[config.mk]
export PLATFORM = sky130hd
export DESIGN_NAME = prince_key_extend_masked
export DESIGN_NICKNAME = d
export VERILOG_FILES = /design/src/rtl/prince_pkg.sv /design/src/rtl/prince_key_extend_share.sv /design/src/rtl/prince_key_extend_masked.sv
export SDC_FILE = /design/constraint.sdc
export NUM_CORES = 2
export LEC_CHECK = 0
export BUFFER_PORTS_ARGS = -buffer_cell sky130_fd_sc_hd__buf_4
export CELL_PAD_IN_SITES_DETAIL_PLACEMENT = 1
export CELL_PAD_IN_SITES_GLOBAL_PLACEMENT = 1
export CORE_AREA = 2 2 438 440
export CTS_CLUSTER_DIAMETER = 60
export DETAILED_ROUTE_END_ITERATION = 7
export DIE_AREA = 0 0 440 442
export GPL_TIMING_DRIVEN = 0
export PLACE_DENSITY_LB_ADDON = 0.1
export SETUP_SLACK_MARGIN = 0.05
export SLEW_MARGIN = 15
export SYNTH_ARGS = -nofsm -noshare
export SYNTH_HDL_FRONTEND = slang
export SYNTH_SLANG_ARGS = --single-unit
export TNS_END_PERCENT = 20
[constraint.sdc]
create_clock -name clk -period 49.3 [get_ports clk]
set_input_delay 4.93 -clock clk [delete_from_list [all_inputs] [get_ports clk]]
set_output_delay 4.93 -clock clk [all_outputs]
set_load 0.02 [all_outputs]
[src/rtl/prince_pkg.sv]
// Shared constants and types for the masked PRINCE key-extension block.
//   KEY_W  : width of one PRINCE key share (k0 || k1)
//   EXT_W  : width of one extended key share (k1 || k0' || k0)
//   ALPHA  : PRINCE reflection constant, folded into k1 for decryption
//   state_t: control FSM states of prince_key_extend_masked
package prince_pkg;

  localparam int unsigned KEY_W = 128;
  localparam int unsigned EXT_W = 192;
  localparam logic [63:0] ALPHA = 64'hC0AC29B7C97C50DD;

  typedef enum logic [1:0] {
    LOAD,
    EXPAND,
    VALID
  } state_t;

endpackage

[src/rtl/prince_key_extend_share.sv]
// Combinational key extension for a single Boolean share.
// Ports:
//   key       in  [127:0] share key, [127:64]=k0, [63:0]=k1
//   dec       in          1 = decryption ordering
//   is_share0 in          this instance handles share 0 (only it absorbs ALPHA)
//   ext       out [191:0] [63:0]=first k0 slot, [127:64]=second, [191:128]=k1 term
// The map is linear, so applying it share-wise preserves the masking;
// the affine ALPHA term must be added in exactly one share.
module prince_key_extend_share
  import prince_pkg::*;
(
  input  logic [KEY_W-1:0] key,
  input  logic             dec,
  input  logic             is_share0,
  output logic [EXT_W-1:0] ext
);

  logic [63:0] k0;
  logic [63:0] k1;
  logic [63:0] k0p;
  logic [63:0] k1x;

  always_comb begin
    k0  = key[127:64];
    k1  = key[63:0];
    k0p = {k0[0], k0[63:1]} ^ {63'd0, k0[63]};
    k1x = (dec && is_share0) ? (k1 ^ ALPHA) : k1;
    ext = dec ? {k1x, k0, k0p} : {k1x, k0p, k0};
  end

endmodule

[src/rtl/prince_key_extend_masked.sv]
// Sequential, N-share masked PRINCE key extension.
// Collects a 128-bit key per share over BEATS = 128/BUS_W valid/ready beats
// (MSB-first), then registers the 192-bit extended key of every share.
// Ports:
//   clk, rst            clock (rising edge), async active-high reset
//   in_valid/in_ready   input beat handshake
//   in_data             one BUS_W word per share, share i at [i*BUS_W +: BUS_W]
//   in_dec              mode, sampled on the first beat of a key
//   out_valid/out_ready extended-key handshake
//   out_key             share i at [i*192 +: 192]
//   out_dec             mode latched with out_key
module prince_key_extend_masked
  import prince_pkg::*;
#(
  parameter int unsigned SHARES = 5,
  parameter int unsigned BUS_W  = 32
) (
  input  logic                      clk,
  input  logic                      rst,
  input  logic                      in_valid,
  output logic                      in_ready,
  input  logic [SHARES*BUS_W-1:0]   in_data,
  input  logic                      in_dec,
  output logic                      out_valid,
  input  logic                      out_ready,
  output logic [SHARES*EXT_W-1:0]   out_key,
  output logic                      out_dec
);

  localparam int unsigned BEATS = KEY_W / BUS_W;
  localparam int unsigned CNT_W = (BEATS > 1) ? $clog2(BEATS) : 1;

  if ((KEY_W % BUS_W) != 0 || SHARES < 2) begin : g_param_check
    $error("prince_key_extend_masked: BUS_W must divide 128 and SHARES must be >= 2");
  end

  state_t                         state_q, state_d;
  logic [CNT_W-1:0]               cnt_q;
  logic                           dec_q;
  logic [SHARES-1:0][KEY_W-1:0]   key_q;
  logic [SHARES*EXT_W-1:0]        ext_all;
  logic [SHARES*EXT_W-1:0]        out_key_q;
  logic                           out_dec_q;
  logic                           beat;
  logic                           last_beat;

  assign beat      = in_valid && in_ready;
  assign last_beat = (cnt_q == CNT_W'(BEATS - 1));

  for (genvar s = 0; s < SHARES; s++) begin : g_share
    prince_key_extend_share u_share (
      .key       (key_q[s]),
      .dec       (dec_q),
      .is_share0 (s == 0),
      .ext       (ext_all[s*EXT_W +: EXT_W])
    );
  end

  always_comb begin
    state_d   = state_q;
    in_ready  = 1'b0;
    out_valid = 1'b0;
    unique case (state_q)
      LOAD: begin
        in_ready = 1'b1;
        if (in_valid && last_beat) state_d = EXPAND;
      end
      EXPAND: state_d = VALID;
      VALID: begin
        out_valid = 1'b1;
        if (out_ready) state_d = LOAD;
      end
      default: state_d = LOAD;
    endcase
  end

  always_ff @(posedge clk or posedge rst) begin
    if (rst) begin
      state_q   <= LOAD;
      cnt_q     <= '0;
      dec_q     <= 1'b0;
      key_q     <= '0;
      out_key_q <= '0;
      out_dec_q <= 1'b0;
    end else begin
      state_q <= state_d;
      if (beat) begin
        cnt_q <= last_beat ? '0 : cnt_q + CNT_W'(1);
        if (cnt_q == '0) dec_q <= in_dec;
        // Shift-in keeps beat 0 in the MSBs once all beats have arrived.
        for (int unsigned s = 0; s < SHARES; s++) begin
          key_q[s] <= (key_q[s] << BUS_W) | KEY_W'(in_data[s*BUS_W +: BUS_W]);
        end
      end
      if (state_q == EXPAND) begin
        out_key_q <= ext_all;
        out_dec_q <= dec_q;
      end
    end
  end

  assign out_key = out_key_q;
  assign out_dec = out_dec_q;

endmodule

==> flow_metrics.py <==
metrics = {
    "cells_and_area": {
        "drive_gt1_frac": 0.342,
        "area_delta_synth_final_pct": 30.5,
        "nNetsFinal": 7054,
    },
    "sta": {
        "fin_tns_setup_ns": 0,
        "slew_headroom": 0.254,
        "rsz0062_at_grt": "false",
        "hold_viol": 0,
        "setup_violations": 0,
        "slew_viol_final": 0,
        "tightest_slew_ns": 1.12,
        "min_period_ns": 6.65,
        "clock_skew_ns": 0.0295,
        "timing.final.crit_share": 0.135,
        "max_freq_mhz": 150,
    },
    "power": {
        "fin_total_pwr_mw": 6.94,
        "p_leak_nw": 38.3,
        "ir_worst_vdd_v": 0.0000326,
        "power_density_mw_per_mm2": 84.0,
    },
    "flow_run": {
        "cap_violations": 0,
    },
    "cts": {
        "numCtsBuffers": 190,
        "htreeDepth": 4,
        "ctsHoldBuffers": 0,
        "cts.repair.resized": 0,
        "post_cts_buffers": 0,
        "clock-sinks": 1606,
        "cts_max_path_buffers": 3,
        "clk_latency_ns": 0.85,
        "root_buffer": "clkbuf_16",
        "clk_pin_slew_worst_paths_ns": 0.06,
        "cts_tree": "built",
    },
    "critical_path": {
        "slowest_stage": "clkinvlp_4",
        "end_kind": "asynchronous set/reset pin",
        "start_kind": "input port",
        "crit_buf_inv": 11,
        "reg2reg_to": "out_key[704]",
        "r2r-start": "state_q[0]",
        "crit_arrival_ns": 7.67,
        "worstPathRequired_ns": 50.33,
        "ff2ff_path_depth": 7,
        "crit_path_max_incr_delay_ns": 0.39,
        "cp_cell_sequence": "buf_4 > clkinvlp_4 > buf_12 > buf_12 > buf_12 > buf_12 > buf_16 > buf_12 > buf_12 > buf_12 > buf_12",
        "crit_type": "in -> async",
        "critPathTopFamily": "buffers and inverters",
        "r2r_setup_slack_ns": 46.44,
        "cp_max_fo": 34,
        "crit_top_cell": "buf_12",
    },
    "die": {
        "initial_utilization": 0.334,
        "die_width_um": 440,
        "die_area_mm2": 0.194,
        "coreArea_mm2": 0.190,
        "die_h_um": 442,
        "core.rowCount": 160,
        "io_pins": 1128,
    },
    "worst_hold_path": {
        "holdPathEnd": "out_key[743]",
        "min_path_type": "reg -> reg",
        "holdPathStages": 2,
        "hold_start": "out_key[743]",
    },
    "detailed_routing": {
        "drc": 0,
        "drt_iter0_drc": 2791,
        "drt-vias-per-instance": 5.05,
        "dr.pass1.iters": 5,
        "wl_per_cell_um": 27.9,
        "antenna_left": 0,
        "drt_wl_total_um": 267000,
        "vias": 48345,
    },
    "global_route": {
        "grt_overflow": 0,
        "grt_pass1_wl_um": 383000,
        "track_usage": 0.273,
        "grt_max_degree": 36,
        "grt_pass1_vias": 51454,
        "antenna_found_initial": 31,
    },
    "yosys": {
        "synth_top_family_by_area": "simple AND/OR/NAND/NOR gates",
        "synth-xor-area-share": 0.00512,
        "avgSynthCellArea_um2": 11.5,
        "synth_cell_types": 25,
        "yosys.area_share.simple": 0.141,
        "synthCells": 5514,
        "synth-adder-area-share": 0.000395,
        "yosysWarnings": 0,
        "synth_mux_area_frac": 0.115,
        "seq_area_frac_synth": 0.634,
        "synth-compound-area-share": 0.0696,
        "ys_ff_latch": 1606,
        "syn_nets": 5681,
        "syn_area_mm2": 0.0634,
    },
    "placement": {
        "port_buffers": 1127,
        "gp_congestion": 0.868,
        "place_hpwl_um": 209000,
    },
    "outcome": {
        "status": "finished, final reports clean",
    },
}
worst max path at each step:
| stage | startpoint | slack [ns] | cells after the start | endpoint |
|---|---|---|---|---|
| floorplan | rst | 22.12 | 1 | cnt_q[0] |
| global placement | rst | 11.03 | 2 | out_key[533] |
| detailed placement | rst | 41.70 | 11 | out_key[434] |
| CTS | rst | 42.61 | 11 | out_key[499] |
| global route | rst | 42.39 | 11 | out_key[434] |
| finish | rst | 42.65 | 11 | out_key[434] |
power by group:
group	leakage (nW)	internal [mW]	switching, mW	total [mW]
clock	3.22	0.886	0.588	1.47
combinational	16.1	1.17	1.78	2.95
sequential	18.9	1.97	0.548	2.52
total	38.3	4.02	2.92	6.94
sequential cells by signal, indices dropped and copies added (netlist names):
name     flops
cnt_q        2
out_key    960
dec_q        1
state_q      2
out_dec      1
key_q      640
tightest hold or removal path, cell delays in order (launching register included):
cell	delay, ns
dfrtp_1	0.34
nand2_1	0.05
nand2_1	0.05
metrics by stage:
stage / setup WS, ns / hold WS (ns) / cell area, um2 / cells / utilization
2_1_floorplan: 22.12 / 0.451 / 63400 / 5514 / -
3_3_place_gp: 11.03 / 0.463 / 75000 / 9152 / 0.395
3_5_place_dp: 41.70 / 0.464 / 76100 / 9206 / 0.401
4_1_cts: 42.61 / 0.478 / 82600 / 9554 / 0.436
5_1_grt: 42.39 / 0.497 / 82600 / 9567 / 0.436
6_report: 42.65 / 0.470 / 82700 / 9570 / 0.436
final cells by class:
class	count	area [um2]
antenna	16	40.0
buffer	361	2200
clock buffer	291	5710
clock inverter	57	848
fill	20496	107000
inverter	4	18.8
multi-input combinational	3543	21000
sequential	1606	40200
tap	2511	3140
timing repair buffer	1181	9560
synthesized netlist by cell type (all sizes together):
master / number / area share
nor2: 562 / 0.033
o211ai: 5 / 0.00059
o22a: 57 / 0.0079
mux2i: 5 / 0.00079
ha: 2 / 0.00039
and2: 1 / 0.000099
buf: 284 / 0.030
nor3b: 1 / 0.00012
xor2: 5 / 0.00069
nand2b: 277 / 0.027
nand3: 5 / 0.00039
inv: 4 / 0.00024
mux2: 641 / 0.11
nor2b: 46 / 0.0045
dfrtp: 1606 / 0.63
nand2: 1268 / 0.075
a31oi: 540 / 0.053
a21oi: 28 / 0.0022
o21ai: 63 / 0.0050
clkbuf: 77 / 0.0046
a211oi: 5 / 0.00059
xnor2: 32 / 0.0044
routing by layer:
metal / track usage / vias to the layer above / wire length, um
li1: - / 21477 / -
met1: 0.328 / 25272 / 107000
met2: 0.453 / 1194 / 130000
met4: 0.145 / 2 / 16100
met3: 0.0612 / 400 / 14500
met5: 0 / - / 9
kinds of logic (layout without fill, tap and decap cells):
group,count (synthesis),count (layout)
AO/OA/AOI/OAI,698,698
XOR/XNOR,37,37
adder cells (fa/ha/maj),2,2
buffers and inverters,365,1894
flip-flops,1606,1606
multiplexers,646,646
other,0,16
AND/OR/NAND/NOR,2160,2160
cells in the final DEF, fill, tap and decap left out, types with 46 or more instances in the layout:
master	instances
clkbuf_1	122
buf_4	1154
o22a_1	57
nor2_1	562
buf_12	52
buf_6	67
buf_2	189
a31oi_1	540
clkbuf_8	49
mux2_2	641
o21ai_0	63
clkbuf_16	194
dfrtp_1	1606
nand2_1	1268
nand2b_1	277
nor2b_1	46
Power figures use the tool's default switching activity.
